<file path="config.mk">
export PLATFORM = sky130hd
export DESIGN_NAME = bcd_operand_loader
export DESIGN_NICKNAME = d
export VERILOG_FILES = /design/src/rtl/bcd_operand_loader.sv
export SDC_FILE = /design/constraint.sdc
export NUM_CORES = 1
export LEC_CHECK = 0
export ABC_AREA = 1
export CAP_MARGIN = 20
export CORE_MARGIN = 10
export CORE_UTILIZATION = 45
export DETAILED_ROUTE_END_ITERATION = 8
export PLACE_DENSITY = 0.68
export SKIP_LAST_GASP = 1
export SLEW_MARGIN = 5
export SYNTH_ARGS = -nofsm -noshare
export SYNTH_HDL_FRONTEND = slang
export SYNTH_SLANG_ARGS = --single-unit
</file>
<file path="constraint.sdc">
create_clock -name Clock -period 1.98 [get_ports Clock]
set_input_delay 0.495 -clock Clock [delete_from_list [all_inputs] [get_ports Clock]]
set_output_delay 0.495 -clock Clock [all_outputs]
set_load 0.05 [all_outputs]
</file>
<file path="src/rtl/bcd_operand_loader.sv">
// Operand-entry stage for the two-digit BCD adder: a synchronized, debounced load key captures A then B from Din.
// Optional macro OPERAND_CLAMP_EN: out-of-range nibbles are clamped to 9 and flagged instead of rejected.
module bcd_operand_loader #(
  parameter int DEBOUNCE_CYCLES = 500000,
  parameter int CNT_W           = 19
) (
  input  logic       Clock,
  input  logic       Resetn,
  input  logic [7:0] Din,
  input  logic       LoadKey,
  output logic [3:0] A1,
  output logic [3:0] A0,
  output logic [3:0] B1,
  output logic [3:0] B0,
  output logic       Valid,
  output logic       Err,
  output logic [1:0] State
);

  typedef enum logic [1:0] {
    GET_A = 2'b00,
    GET_B = 2'b01,
    READY = 2'b10,
    BAD   = 2'b11
  } state_t;

  logic             sync1_q, sync2_q;
  logic             deb_q, deb_d;
  logic             deb_prev_q;
  logic [CNT_W-1:0] cnt_q, cnt_d;
  logic             pulse_q, pulse_d;
  state_t           state_q, state_d;
  logic [3:0]       a1_q, a1_d, a0_q, a0_d, b1_q, b1_d, b0_q, b0_d;
  logic             valid_q, valid_d, err_q, err_d;

  logic [3:0]       tens, units;
  logic             entry_ok, entry_err;

`ifdef OPERAND_CLAMP_EN
  assign tens      = (Din[7:4] > 4'd9) ? 4'd9 : Din[7:4];
  assign units     = (Din[3:0] > 4'd9) ? 4'd9 : Din[3:0];
  assign entry_ok  = 1'b1;
  assign entry_err = (Din[7:4] > 4'd9) || (Din[3:0] > 4'd9);
`else
  assign tens      = Din[7:4];
  assign units     = Din[3:0];
  assign entry_ok  = (Din[7:4] <= 4'd9) && (Din[3:0] <= 4'd9);
  assign entry_err = 1'b0;
`endif

  // Debounce: the level must differ for DEBOUNCE_CYCLES consecutive cycles before it is accepted.
  always_comb begin
    deb_d = deb_q;
    cnt_d = '0;
    if (sync2_q != deb_q) begin
      if (cnt_q == CNT_W'(DEBOUNCE_CYCLES - 1)) begin
        deb_d = sync2_q;
      end else begin
        cnt_d = cnt_q + CNT_W'(1);
      end
    end
    pulse_d = deb_prev_q & ~deb_q;
  end

  always_comb begin
    state_d = state_q;
    a1_d    = a1_q;
    a0_d    = a0_q;
    b1_d    = b1_q;
    b0_d    = b0_q;
    valid_d = valid_q;
    err_d   = err_q;
    case (state_q)
      GET_A: begin
        if (pulse_q) begin
          if (entry_ok) begin
            a1_d    = tens;
            a0_d    = units;
            err_d   = entry_err;
            state_d = GET_B;
          end else begin
            err_d = 1'b1;
          end
        end
      end
      GET_B: begin
        if (pulse_q) begin
          if (entry_ok) begin
            b1_d    = tens;
            b0_d    = units;
            valid_d = 1'b1;
            err_d   = entry_err;
            state_d = READY;
          end else begin
            err_d = 1'b1;
          end
        end
      end
      READY: begin
        // A new valid entry starts a fresh pair; B is cleared so no stale operand survives.
        if (pulse_q) begin
          if (entry_ok) begin
            a1_d    = tens;
            a0_d    = units;
            b1_d    = 4'd0;
            b0_d    = 4'd0;
            valid_d = 1'b0;
            err_d   = entry_err;
            state_d = GET_B;
          end else begin
            err_d = 1'b1;
          end
        end
      end
      default: begin
        state_d = GET_A;
        a1_d    = 4'd0;
        a0_d    = 4'd0;
        b1_d    = 4'd0;
        b0_d    = 4'd0;
        valid_d = 1'b0;
        err_d   = 1'b0;
      end
    endcase
  end

  always_ff @(posedge Clock or negedge Resetn) begin
    if (!Resetn) begin
      sync1_q    <= 1'b1;
      sync2_q    <= 1'b1;
      deb_q      <= 1'b1;
      deb_prev_q <= 1'b1;
      cnt_q      <= '0;
      pulse_q    <= 1'b0;
      state_q    <= GET_A;
      a1_q       <= 4'd0;
      a0_q       <= 4'd0;
      b1_q       <= 4'd0;
      b0_q       <= 4'd0;
      valid_q    <= 1'b0;
      err_q      <= 1'b0;
    end else begin
      sync1_q    <= LoadKey;
      sync2_q    <= sync1_q;
      deb_q      <= deb_d;
      deb_prev_q <= deb_q;
      cnt_q      <= cnt_d;
      pulse_q    <= pulse_d;
      state_q    <= state_d;
      a1_q       <= a1_d;
      a0_q       <= a0_d;
      b1_q       <= b1_d;
      b0_q       <= b0_d;
      valid_q    <= valid_d;
      err_q      <= err_d;
    end
  end

  assign A1    = a1_q;
  assign A0    = a0_q;
  assign B1    = b1_q;
  assign B0    = b0_q;
  assign Valid = valid_q;
  assign Err   = err_q;
  assign State = state_q;

endmodule
</file>
==> qor.yml, run 1 <==
run_status:
  outcome: "complete, no violations"
synthesis:
  avgSynthCellArea_um2: 8.443
  synth_top_area_cell: "dfrtp_1"
  synth_top_cell_area_share_pct: 48.19
  yosys_warnings: 0
  synth.distinct_cells: 24
  syn-instance-count: 246
  yosysSeqAreaShare_pct: 53.25
  synth_top_cells_by_area: "dfrtp_1, nand2_1, nand3_1"
  syn_area_um2: 2077
  yosys_register_bits: 44
  syn-num-nets: 258
global_routing:
  grt_start_max_net_pins: 45
  antenna_found_initial: 0
  gr-usage-all-layers_pct: 12.06
  overflow: 0
  grt_pass1_wl_mm: 7.541
  grt_pass1_vias: 1660
critical_path:
  r2r-start: "cnt_q[0]"
  reg2reg_depth: 8
  reg2reg_slack_ps: 450
  critPathCaptureType: "register"
  critical_path.startpoint_type: "input port"
  crit_fanout: 10
  worstPathArrival_ps: 1760
  path_class: "in -> reg"
  timing.rr.end: "cnt_q[8]"
  required_ps: 2170
clock_tree:
  cts_tree: "done"
  cts.htree.levels: 2
  clk_pin_slew_ps: 80
  ctsHoldBuffers: 0
  cts.sinks: 44
  clock_latency_ps: 290
  clockBufferDepth: 2
  cts-buffers-inserted: 5
  root_buffer: "clkbuf_8"
  cts_setup_buffers: 0
  cts_resized: 0
route:
  route.detailed.drc: 0
  wirelength_mm: 4.255
  ant_nets: 0
  vias: 1635
  drt_pass1_iterations: 4
  drt_first_iter_violations: 63
  drt-wirelength-per-cell_um: 12.66
  avgViaCountPerCell: 4.866
die:
  coreArea_um2: 4414
  fp-row-count: 24
  die_y_um: 87.94
  initial_core_util_pct: 47.05
  die_w_um: 87.94
  die_area_um2: 7733
  io_pins: 31
pwr:
  cellLeakagePower_nw: 1.212
  switchingPower_mw: 0.3276
  power_density_nw_per_um2: 606.9
  clkPwrFrac_pct: 34.7
  ir_drop_v: 0.0003392
  p_int_mw: 1.174
  power_frac_comb_pct: 4.4
  power_frac_seq_pct: 60.9
  p_sw_share_pct: 21.81
sta:
  rsz0062_at_grt: "no"
  final-hold-violation-count: 0
  post-route-period-util_pct: 79.37
  fin_crit_ps: 1572
  setup_violations: 0
  max_slew_margin_pct: 64.26
  fmax_mhz: 636.3
  skew_ps: 8.118
  worstMarginPinSlew_ps: 536.2
  finalSetupTns_ps: 0
  finalMaxSlewViolations: 0
placed_design:
  hpwl_mm: 3.235
  placed_area_um2: 2397
  place_congestion: 0.8517
  portBuffers: 30
min_path:
  hold_path.class: "in -> async"
job:
  maxCapViolCount: 0
layout:
  final_area_um2: 2475
  drive_above_1_share_pct: 18.31
  antenna_cells: 0
  syn_to_final_growth_pct: 19.16
  num-nets-final: 296
[metal layers]
metal  vias up  track usage, %  part of all wire (%)
met5         -               0                     0
met4         0           3.913                   1.3
met3         6           4.085                   8.3
met2        38           19.25                    45
met1       747           14.96                    46
li1        844               -                     -
[flip-flops by register name, summed over array words and instances (netlist names), 2 cells and up]
register,cells
A0,4
A1,4
B0,4
B1,4
State,2
cnt_q,19
[final cells by class]
class | count | area, um2
Clock inverter | 1 | 5.005
Sequential cell | 44 | 1106
Clock buffer | 6 | 72.57
Fill cell | 424 | 1939
Timing Repair Buffer | 34 | 275.3
Tap cell | 52 | 65.06
Inverter | 21 | 78.83
Multi-Input combinational cell | 178 | 872.1
[power groups by stage]
stage	clock network [mW]	registers [mW]	logic, mW
floorplan	0	0.931	0.0195
global placement	0	0.931	0.0685
detailed placement	0	0.932	0.0682
CTS	0.542	0.914	0.0684
global route	0.578	0.915	0.0761
finish	0.521	0.914	0.0665
[cells in the mapped netlist, drive strengths merged]
cell and number:
ha 1, nor3 2, nor2 49, buf 2
nand4 2, clkbuf 1, dfstp 4, xnor2 1
o21a 1, nand3 33, dfrtp 40, inv 21
nand2 73, xor2 11, o21ai 5
[cells by family after synthesis]
logic type                 Yosys count  synth area share [%]
and+or+nand+nor                    159                 34.22
DFF                                 44                 53.25
buffers and inverters               24                 4.759
xor gates and xnor gates            12                 5.060
AOI/OAI and AO/OA                    6                 2.108
adders and majority gates            1                0.6023
[worst max-delay path by stage]
| stage | startpoint | to | slack (ps) | cells after the start |
|---|---|---|---|---|
| floorplan | State[1] | B0[0] | 450 | 6 |
| global placement | Din[5] | A1[0] | 130 | 8 |
| detailed placement | Din[1] | A1[2] | 110 | 8 |
| CTS | Din[2] | A1[2] | 420 | 8 |
| global route | Din[1] | A1[2] | 260 | 8 |
| finish | Din[2] | A1[2] | 410 | 8 |
[cells in the final DEF (no fill, tap or decap), drive strengths merged]
cell type	instances
nor3	2
clkdlybuf4s50	9
inv	21
nand4	2
nor2	49
ha	1
nand2	73
buf	25
nand3	33
o21a	1
xor2	11
clkbuf	6
o21ai	5
dfrtp	40
xnor2	1
clkinv	1
dfstp	4
[critical path: stages]
cell	delay, ps
clkdlybuf4s50_1	430
o21ai_0	180
nand3_1	130
nand2_1	100
buf_4	180
nand2_4	100
nand3_1	90
nand2_1	60
[through the flow]
| step | hold WS (ps) | setup slack (ps) | instances | power [mW] | util (%) |
|---|---|---|---|---|---|
| floorplan | 199.4 | 453.4 | 246 | 0.9503 | - |
| global placement | 346.4 | 128.1 | 329 | 0.9998 | 54.31 |
| detailed placement | 347.2 | 110.8 | 329 | 0.9998 | 54.31 |
| CTS | 280.7 | 420.5 | 336 | 1.524 | 56.07 |
| global route | 315.4 | 262.8 | 336 | 1.569 | 56.07 |
| finish | 264.8 | 408.4 | 336 | 1.502 | 56.07 |
Power figures use the tool's default switching activity.
==> run 2, diff against run 1 <==
- PLACE_DENSITY: 0.68 -> 0.71
- clock period: 1.98 -> 1.31 ns (I/O delays scaled with it)
==> run 2 against run 1 <==
  * The flow now finishes with violations (negative setup slack)
  * Die area did not move
  * Sequential power rose by 51%
  * Setup slack got worse by 440 ps
  * Clock skew fell by 1.1 ps
  * Largest power group unchanged
  * Highest routed layer unchanged
==> qor.yml, run 2 (synthesized netlist as in run 1, its figures left out) <==
run_status:
  outcome: "complete, but fails checks"
  violations: "negative setup slack"
critical_path:
  reg2reg_depth: 8  # unchanged
  critPathCaptureType: "register"
  critical_path.startpoint_type: "register"
  crit_start: "cnt_q[2]"
  path_class: "reg -> reg"
  worstPathArrival_ps: 1530  # -230 ps
  critPathBufInv: 1  # -1
  path_cells: "buf_4, nand2_2, nor2_2, nand2_2, nor2_4, nand3_1, nor2_1, nor2_1"
  crit_fanout: 3  # -7
  crit_path_end: "cnt_q[16]"
  slowest_stage: "dfrtp_1"
  critPathTopFamily: "simple AND/OR/NAND/NOR gates"
  timing.rr.end: "cnt_q[16]"
  required_ps: 1500  # -670 ps
  r2r-start: "cnt_q[2]"
  max_stage_delay_ps: 360  # -70 ps
  reg2reg_slack_ps: -40  # -490 ps
  cp.depth: 8  # unchanged
layout:
  final_area_um2: 3314  # +34%
  final_cell_mix: "nand2_1, buf_4, dfrtp_1, nor2_1, nand3_1"
  drive_above_1_share_pct: 38.81  # +20 points
  post-route-util_pct: 75.09  # +19 points
  num-nets-final: 346  # +17%
  largest_register_ffs: 19  # unchanged
  fill_cells: 286  # -33%
  antenna_cells: 0  # unchanged
  syn_to_final_growth_pct: 59.58
  largest_register: "cnt_q"
  mostFrequentLayoutCell: "nand2_1"
job:
  maxCapViolCount: 0  # unchanged
global_routing:
  gr-usage-all-layers_pct: 13.97  # +1.9 points
  overflow: 0  # unchanged
  grt_pass1_vias: 1946  # +17%
  antenna_found_initial: 0  # unchanged
  grt_pass1_wl_mm: 8.742  # +16%
  grt_start_max_net_pins: 19  # -58%
sta:
  final-hold-violation-count: 0  # unchanged
  post-route-period-util_pct: 102.7
  skew_ps: 6.982  # -1.136 ps
  finalMaxSlewViolations: 0  # unchanged
  worstMarginPinSlew_ps: 390.9  # -145.2 ps
  setup_violations: 8  # +8
  max_slew_margin_pct: 73.94  # +9.7 points
  fin_crit_ps: 1345
  hold_slack_ps: 359.8  # +95.07 ps
  rsz0062_at_grt: "yes"
  setup_slack_ps: -35.06  # -443.5 ps
  fmax_mhz: 743.5
clock_tree:
  root_buffer: "clkbuf_8"
  clock_latency_ps: 290  # about the same
  clockBufferDepth: 2  # unchanged
  cts-buffers-inserted: 5  # unchanged
  cts_tree: "done"
  cts.sinks: 44  # unchanged
  clk_pin_slew_ps: 80  # about the same
  cts.htree.levels: 2  # unchanged
pwr:
  ir_drop_v: 0.0007527  # +120%
  p_int_mw: 1.885  # +61%
  p_sw_share_pct: 22.13  # +0.32 points
  power_density_nw_per_um2: 730.4  # +20%
  power_frac_comb_pct: 7.1  # +2.7 points
  power_frac_seq_pct: 57.0  # -3.9 points
  switchingPower_mw: 0.5358  # +64%
  cellLeakagePower_nw: 1.574  # +30%
  clkPwrFrac_pct: 35.9  # +1.2 points
route:
  vias: 1986  # +21%
  drt_pass1_iterations: 4  # unchanged
  drt_first_iter_violations: 133  # +110%
  ant_nets: 0  # unchanged
  avgViaCountPerCell: 5.132  # +5.5%
  drt-wirelength-per-cell_um: 14.62  # +15%
  wirelength_mm: 5.659  # +33%
  route.detailed.drc: 0  # unchanged
die:
  die_w_um: 87.94  # unchanged
  die_y_um: 87.94  # unchanged
  fp-row-count: 24  # unchanged
  die_area_um2: 7733  # unchanged
  io_pins: 31  # unchanged
  coreArea_um2: 4414  # unchanged
  initial_core_util_pct: 47.05  # unchanged
placed_design:
  placed_area_um2: 2880  # +20%
  hpwl_mm: 3.857  # +19%
  portBuffers: 30  # unchanged
  place_congestion: 0.8637  # +1.4%
min_path:
  hold_path.class: "reg -> reg"
[run 2: cell count changes in the layout (fill, tap and decap cells not counted), sizes merged]
cell,previous run,this run
dlygate4sd3,0,1
clkbuf,6,7
dlygate4sd2,0,4
clkdlybuf4s50,9,4
o21ai,5,6
buf,25,72
nor2,49,50
clkinv,1,0
clkinvlp,0,2
inv,21,20
dlymetal6s2s,0,1
[run 2: cell type report]
| class | count | area [um2] | area share, % |
|---|---|---|---|
| flip-flops and latches | 44 | 1111 | 33.52 |
| multi-input cells | 180 | 1031 | 31.11 |
| repair buffers | 82 | 930.9 | 28.09 |
| clock buffers | 7 | 86.33 | 2.605 |
| inverters | 21 | 82.58 | 2.492 |
| well taps | 52 | 65.06 | 1.963 |
| clock inverters | 1 | 7.507 | 0.2265 |
[run 2: per-layer routing]
metal | GRT usage (%) | vias up | part of all wire (%)
li1 | - | 951 | -
met1 | 16.23 | 952 | 39
met2 | 24.07 | 71 | 52
met3 | 4.271 | 12 | 7.5
met4 | 4.203 | 0 | 1.7
met5 | 0 | - | 0
[run 2: worst register-to-register path: cells and delay by family, from the launching register on]
kind / cells / cell delay [ps]
and+or+nand+nor: 7 / 750
buffers and inverters: 1 / 140
DFF: 1 / 360
[run 2: metrics by stage]
stage               power [mW]  instances  setup WS [ps]  setup TNS, ps
global placement         1.552        356         -332.8          -6539
floorplan                1.437        246         -19.41         -87.76
detailed placement       1.554        356         -426.1          -8500
global route             2.524        387         -140.4          -1592
finish                   2.421        387         -35.06         -161.0
CTS                      2.427        376         -56.12         -272.9
[run 2: power groups by stage]
stage / Sequential, mW / Combinational (mW) / Clock [mW]
3_3_place_gp: 1.40 / 0.148 / 0
3_5_place_dp: 1.40 / 0.150 / 0
5_1_grt: 1.38 / 0.187 / 0.955
6_report: 1.38 / 0.172 / 0.869
4_1_cts: 1.38 / 0.154 / 0.896
2_1_floorplan: 1.41 / 0.0299 / 0
[run 2: how the worst min path moves through the flow]
stage                     slack, ps  cells past startpoint     from      end
after floorplan                  30                      0   Resetn    A0[0]
after global placement          280                      1   Resetn    B0[3]
after detailed placement        270                      1   Resetn    B0[3]
after CTS                       360                      0  sync1_q  sync2_q
after global routing            370                      0  sync1_q  sync2_q
final                           360                      0  sync1_q  sync2_q
[run 2: repair_timing]
action / in CTS / in global routing
hold buffers: 1 / 0
pin swaps: 15 / 21
endpoints found under the hold margin: 10 / 0
gates cloned: 2 / 1
buffers inserted: 9 / 10
setup endpoints to repair: 32 / 38
resized for setup: 17 / 33
==> run 3, diff against run 2 <==
- SLEW_MARGIN: 5 -> 30
==> results of run 3 <==
No change in the layout: final DEF, timing and power equal those of run 2.
